`config.mk`:
```
export PLATFORM = sky130hd
export DESIGN_NAME = keypad_scanner_flat
export DESIGN_NICKNAME = d
export VERILOG_FILES = /design/src/rtl/keypad_scanner_pkg.sv /design/src/rtl/keypad_scanner_if.sv /design/src/rtl/keypad_scanner_scan_tick_gen.sv /design/src/rtl/keypad_scanner.sv /design/src/flat_wrapper.sv
export SDC_FILE = /design/constraint.sdc
export NUM_CORES = 1
export LEC_CHECK = 0
export CORE_UTILIZATION = 55
export CTS_CLUSTER_DIAMETER = 60
export DETAILED_ROUTE_END_ITERATION = 8
export DONT_BUFFER_PORTS = 1
export HOLD_SLACK_MARGIN = 0.05
export PLACE_DENSITY = 0.7
export SYNTH_ARGS = -nofsm -noshare
export SYNTH_HDL_FRONTEND = slang
export SYNTH_SLANG_ARGS = --single-unit
```
`constraint.sdc`:
```
create_clock -name clk -period 13.2 [get_ports clk]
set_clock_uncertainty 0.15 [all_clocks]
set_input_delay 0.66 -clock clk [delete_from_list [all_inputs] [get_ports clk]]
set_output_delay 0.66 -clock clk [all_outputs]
set_load 0.02 [all_outputs]
```
`src/rtl/keypad_scanner_pkg.sv`:
```
// rtl/keypad_scanner_pkg.sv - shared types, sizes and key constants for the keypad scanner
package keypad_scanner_pkg;

    localparam int KEY_ROWS = 4;
    localparam int KEY_COLS = 4;
    localparam int KEY_NUM  = 16;

    // Direction keys used by the vision test (index = row*4 + col)
    localparam logic [3:0] KEY_UP    = 4'd1;
    localparam logic [3:0] KEY_LEFT  = 4'd4;
    localparam logic [3:0] KEY_RIGHT = 4'd6;
    localparam logic [3:0] KEY_DOWN  = 4'd9;

    typedef enum logic [1:0] {
        IDLE,
        DEBOUNCE,
        PRESSED,
        RELEASE
    } state_t;

    typedef enum logic [1:0] {
        CLS_NONE,
        CLS_SINGLE,
        CLS_MULTI
    } frame_cls_t;

    typedef struct packed {
        frame_cls_t cls;
        logic [3:0] idx;
    } frame_class_t;

    // Classify a full 16-key frame; idx is only meaningful for CLS_SINGLE
    function automatic frame_class_t classify(input logic [KEY_NUM-1:0] frame);
        frame_class_t res;
        int n;
        n       = 0;
        res.idx = 4'd0;
        for (int i = 0; i < KEY_NUM; i++) begin
            if (frame[i]) begin
                n++;
                res.idx = 4'(i);
            end
        end
        if (n == 0)
            res.cls = CLS_NONE;
        else if (n == 1)
            res.cls = CLS_SINGLE;
        else
            res.cls = CLS_MULTI;
        return res;
    endfunction

endpackage

```
`src/rtl/keypad_scanner_if.sv`:
```
// rtl/keypad_scanner_if.sv - keypad matrix and decoded key signals
interface keypad_scanner_if;
    import keypad_scanner_pkg::*;

    logic [KEY_COLS-1:0] key_col;
    logic [KEY_ROWS-1:0] key_row;
    logic [3:0]          key_code;
    logic                key_valid;
    logic                key_held;

    // scanner side
    modport master (
        input  key_col,
        output key_row,
        output key_code,
        output key_valid,
        output key_held
    );

    // keypad / consumer side
    modport slave (
        output key_col,
        input  key_row,
        input  key_code,
        input  key_valid,
        input  key_held
    );
endinterface

```
`src/rtl/keypad_scanner_scan_tick_gen.sv`:
```
// rtl/keypad_scanner_scan_tick_gen.sv - one-cycle tick every SCAN_DIV clocks
module scan_tick_gen #(
    parameter int SCAN_DIV = 1000
) (
    input  logic clk,
    input  logic rst,
    output logic tick
);
    localparam int W = (SCAN_DIV > 2) ? $clog2(SCAN_DIV) : 1;

    logic [W-1:0] div;

    assign tick = (div == W'(SCAN_DIV - 1));

    // free-running divider, wraps on the tick cycle
    always_ff @(posedge clk) begin
        if (rst)
            div <= '0;
        else if (tick)
            div <= '0;
        else
            div <= div + 1'b1;
    end
endmodule

```
`src/rtl/keypad_scanner.sv`:
```
// rtl/keypad_scanner.sv - 4x4 keypad row scanner with per-frame debounce
module keypad_scanner
    import keypad_scanner_pkg::*;
#(
    parameter int SCAN_DIV        = 1000,
    parameter int DEBOUNCE_FRAMES = 8
) (
    input  logic                clk,
    input  logic                rst_n,   // active-high despite the name
    keypad_scanner_if.master    kp
);
    localparam logic [7:0] DF = 8'(DEBOUNCE_FRAMES);

    logic [3:0]         col_m;
    logic [3:0]         col_s;
    logic               tick;
    logic [1:0]         row;
    logic [3:0]         row_drv;
    logic [KEY_NUM-1:0] snapshot;
    logic [KEY_NUM-1:0] frame;
    logic               frame_end;
    frame_class_t       fc;
    state_t             state;
    logic [7:0]         cnt;
    logic [7:0]         cnt_inc;
    logic [3:0]         cand;
    logic [3:0]         code_r;
    logic               valid_r;
    logic               held_r;

    assign kp.key_row   = row_drv;
    assign kp.key_code  = code_r;
    assign kp.key_valid = valid_r;
    assign kp.key_held  = held_r;

    // two-flop synchronizer, inverted so 1 = pressed
    always_ff @(posedge clk) begin
        if (rst_n) begin
            col_m <= '0;
            col_s <= '0;
        end else begin
            col_m <= ~kp.key_col;
            col_s <= col_m;
        end
    end

    scan_tick_gen #(.SCAN_DIV(SCAN_DIV)) u_tick (
        .clk  (clk),
        .rst  (rst_n),
        .tick (tick)
    );

    // latch the current row's columns and move the drive to the next row
    always_ff @(posedge clk) begin
        if (rst_n) begin
            row      <= 2'd0;
            row_drv  <= 4'b1110;
            snapshot <= '0;
        end else if (tick) begin
            snapshot[{row, 2'b00} +: 4] <= col_s;
            row     <= row + 2'd1;
            row_drv <= ~(4'b0001 << (row + 2'd1));
        end
    end

    // row 3 is still in col_s at frame end, so merge it in before classifying
    always_comb begin
        frame                     = snapshot;
        frame[{row, 2'b00} +: 4]  = col_s;
    end

    assign frame_end = tick && (row == 2'd3);
    assign fc        = classify(frame);
    assign cnt_inc   = (cnt == 8'hFF) ? cnt : cnt + 8'd1;

    // debounce FSM, evaluated once per frame; valid is a one-cycle pulse
    always_ff @(posedge clk) begin
        if (rst_n) begin
            state   <= IDLE;
            cnt     <= 8'd0;
            cand    <= 4'd0;
            code_r  <= 4'd0;
            valid_r <= 1'b0;
            held_r  <= 1'b0;
        end else begin
            valid_r <= 1'b0;
            if (frame_end) begin
                case (state)
                    IDLE: begin
                        if (fc.cls == CLS_SINGLE) begin
                            cand <= fc.idx;
                            cnt  <= 8'd1;
                            if (DF <= 8'd1) begin
                                code_r  <= fc.idx;
                                valid_r <= 1'b1;
                                held_r  <= 1'b1;
                                state   <= PRESSED;
                            end else begin
                                state <= DEBOUNCE;
                            end
                        end
                    end
                    DEBOUNCE: begin
                        if (fc.cls == CLS_SINGLE) begin
                            if (fc.idx == cand) begin
                                cnt <= cnt_inc;
                                if (cnt_inc >= DF) begin
                                    code_r  <= cand;
                                    valid_r <= 1'b1;
                                    held_r  <= 1'b1;
                                    state   <= PRESSED;
                                end
                            end else begin
                                cand <= fc.idx;
                                cnt  <= 8'd1;
                            end
                        end else begin
                            state <= IDLE;
                        end
                    end
                    PRESSED: begin
                        // extra keys while held are ignored; only a clean NONE starts release
                        if (fc.cls == CLS_NONE) begin
                            cnt <= 8'd1;
                            if (DF <= 8'd1) begin
                                held_r <= 1'b0;
                                state  <= IDLE;
                            end else begin
                                state <= RELEASE;
                            end
                        end
                    end
                    RELEASE: begin
                        if (fc.cls == CLS_NONE) begin
                            cnt <= cnt_inc;
                            if (cnt_inc >= DF) begin
                                held_r <= 1'b0;
                                state  <= IDLE;
                            end
                        end else begin
                            state <= PRESSED;
                        end
                    end
                    default: state <= IDLE;
                endcase
            end
        end
    end
endmodule
```
`src/flat_wrapper.sv`:
```
// flat-port wrapper written by rule: the top's interface ports become plain ports
module keypad_scanner_flat import keypad_scanner_pkg::*;
#(
    parameter int SCAN_DIV        = 1000,
    parameter int DEBOUNCE_FRAMES = 8
)
  (clk, rst_n, kp_key_col, kp_key_row, kp_key_code, kp_key_valid, kp_key_held);
  keypad_scanner_if kp_i ();
  input  logic clk;
  input  logic rst_n;
  input wire logic [$bits(kp_i.key_col)-1:0] kp_key_col;
  output wire logic [$bits(kp_i.key_row)-1:0] kp_key_row;
  output wire logic [$bits(kp_i.key_code)-1:0] kp_key_code;
  output wire logic [$bits(kp_i.key_valid)-1:0] kp_key_valid;
  output wire logic [$bits(kp_i.key_held)-1:0] kp_key_held;
  assign kp_i.key_col = kp_key_col;
  assign kp_key_row = kp_i.key_row;
  assign kp_key_code = kp_i.key_code;
  assign kp_key_valid = kp_i.key_valid;
  assign kp_key_held = kp_i.key_held;
  keypad_scanner #(.SCAN_DIV(SCAN_DIV), .DEBOUNCE_FRAMES(DEBOUNCE_FRAMES)) u_core (.clk(clk), .rst_n(rst_n), .kp(kp_i));
endmodule
```
==> results.ini <==
[timing]
tns_ps=0
finalCritPeriodShare=0.919
slew_violations=0
setup_ws_ps=1070
rsz0062_at_grt=no
worstMarginPinSlew_ps=835
setup_viol=0
hold_violations=0
timing.slew.headroom=0.441
fmax_ghz=0.0825
min_period_ps=12130

[worst_setup_path]
worstPathRequired_ps=13280
cp.arrival_ps=12200
crit_path_end_kind=register
path_common_cell=ha_1
startpoint_type=register
cp_max_fo=21
path_class=reg -> reg
slowest_delay_ps=590
slowest_stage=ha_1

[cells_and_area]
regArea_mm2=0.00120
multiInputGateArea_mm2=0.00376
fillCellCount=843
layout.cells.most_common=nor2_1
final_cell_mix=nor2_1 (70), dfxtp_1 (59), nand2_1 (39)
insertedDiodeCount=0
area_growth_pct=4.34
layout-drive-gt1-share=0.0874
finalNetCount=650

[run]
drv_cap=0

[floorplanning]
die_w_um=99.6
rows=35
initial_core_util=0.567
dieArea_mm2=0.00993
coreArea_mm2=0.00924
ios=16
dieHeight_um=99.6

[grt]
antenna_found_initial=0
grt_first_pass_wirelength_mm=20.1
grt_max_degree=57
grt_overflow_total=0
grt_usage=0.247
grt_pass1_vias=4294

[synth]
synth_nets=671
synthCells=645
async_flop_share=0
synth.distinct_cells=88
yosysWarningCount=0
synth_flop_cell=dfxtp_1
synth_edf_count=0
synth_seq_area_share=0.229
synth.ff_latch_count=60
syn_area_mm2=0.00524
avgSynthCellArea_um2=8.13

[clock_tree]
cts.sinks=60
cts-root-buf=clkbuf_8
cts_made_buffers=9
clk_pin_slew_worst_paths_ps=70
h-tree-depth=3
clk_latency_ps=330
cts_buffer_depth=2
postCtsHoldBufs=0
cts_tree=yes

[min_path]
hold_class=in -> reg

[pwr]
peakVddDrop_v=0.000114
p_leak_nw=1.98
power.density_mw_per_mm2=75.1

[route]
drtIter0Drc=280
route.detailed.drc=0
via_count=4737
drt-total-wl_mm=11.8
antenna_left=0
viasPerCell=6.25
firstDrtPassIters=5
wire_per_inst_um=15.6

[place]
routabilityCongestion=0.919
dp_slack_ps=845
io_buffers=0
dp_hpwl_mm=8.80

[status]
status=complete, no violations

==> through the flow <==
step                      total power [mW]  hold slack [ps]  instances  area, um^2  utilization
after floorplan                      0.227              264        645        5240            -
after global placement               0.230              272        742        5240        0.567
after CTS                            0.413              221        758        5460        0.591
final                                0.411              234        758        5470        0.592
after detailed placement             0.231              278        742        5240        0.567
after global routing                 0.428              217        758        5470        0.592
==> worst paths after layout <==
path	start	to	slack (ps)	cells past startpoint
worst max register to register	u_core.row[0]$_SDFFE_PP0P_	u_core.cand[2]$_SDFFE_PP0P_	1070	57
worst min-delay path	kp_key_col[3]	u_core.col_m[3]$_SDFF_PP0_	230	1
worst max-delay path	u_core.row[0]$_SDFFE_PP0P_	u_core.cand[2]$_SDFFE_PP0P_	1070	57
worst min register to register	u_core.col_m[1]$_SDFF_PP0_	u_core.col_s[1]$_SDFF_PP0_	290	1
==> per-layer routing <==
metal	vias up	track usage	part of all wire	wire length, um
met5	-	0	0	0
met4	0	0.0882	0.012	147
met1	2247	0.347	0.49	5830
met3	14	0.0379	0.037	432
met2	107	0.383	0.46	5390
li1	2369	-	-	-
==> area by class of cell <==
cell class                 count  share of cell area
timing repair buffer           2             0.00274
clock inverter                 4              0.0133
clock buffer                  12              0.0265
inverter                      29              0.0199
tap                          129              0.0295
multi-input combinational    522               0.688
sequential                    60               0.220
==> registers in the layout, indices dropped and copies added (netlist names) <==
| signal | count |
|---|---|
| u_core.col_m | 4 |
| u_core.row | 2 |
| u_core.kp.key_valid | 1 |
| u_core.cnt | 8 |
| u_core.kp.key_row | 4 |
| u_core.kp.key_held | 1 |
| u_core.cand | 4 |
| u_core.state | 2 |
| u_core.kp.key_code | 4 |
| u_core.u_tick.div | 10 |
| u_core.snapshot | 16 |
| u_core.col_s | 4 |
==> repair_timing <==
action,4_1_cts,5_1_grt
endpoints found under the hold margin,0,0
setup buffers,0,0
endpoints found under the setup margin,0,19
gates resized for setup,0,4
==> cell usage after synthesis (6+ instances only) <==
cell      instances  area share
mux2i_1           6       0.011
a21o_1            6      0.0086
buf_2             6      0.0057
nand2_1          39       0.028
a31oi_1          10       0.012
dfxtp_1          60        0.23
xnor2_1          32       0.053
and2_1           10       0.012
inv_1            28       0.020
ha_1             20       0.048
nor2_1           70       0.050
o211ai_1          7       0.010
o21ai_0          19       0.018
nand2b_1         14       0.017
a211oi_1         22       0.032
and3_1           14       0.017
a21oi_1          27       0.026
nand3_1          23       0.022
or3_1             7      0.0084
nand4_1          17       0.020
nor2b_1          29       0.035
clkbuf_1         19       0.014
xnor3_1           7       0.030
xor2_1           10       0.017
a31o_2            8       0.013
==> report_power, final <==
group	internal (mW)	switching, mW
clock	0.111	0.0716
sequential	0.183	0.00185
combinational	0.0187	0.0247
total	0.313	0.0982
==> worst max-delay path, delay by kind of cell (launching register included) <==
family | cells | cell delay [ps]
compound gates | 18 | 3420
xor+xnor | 1 | 140
fa+ha+maj | 15 | 4790
buf+inv | 7 | 600
flops | 1 | 390
mux | 1 | 310
simple gates | 15 | 2200
==> cells by family (layout without fill, tap and decap cells) <==
family / Yosys count / after routing / share of synthesized area
flops: 60 / 60 / 0.229
mux: 9 / 9 / 0.0186
simple gates: 262 / 262 / 0.276
fa+ha+maj: 20 / 20 / 0.0477
buf+inv: 63 / 47 / 0.0544
compound gates: 179 / 179 / 0.264
xor+xnor: 52 / 52 / 0.110
(Power assumes the default switching activity.)
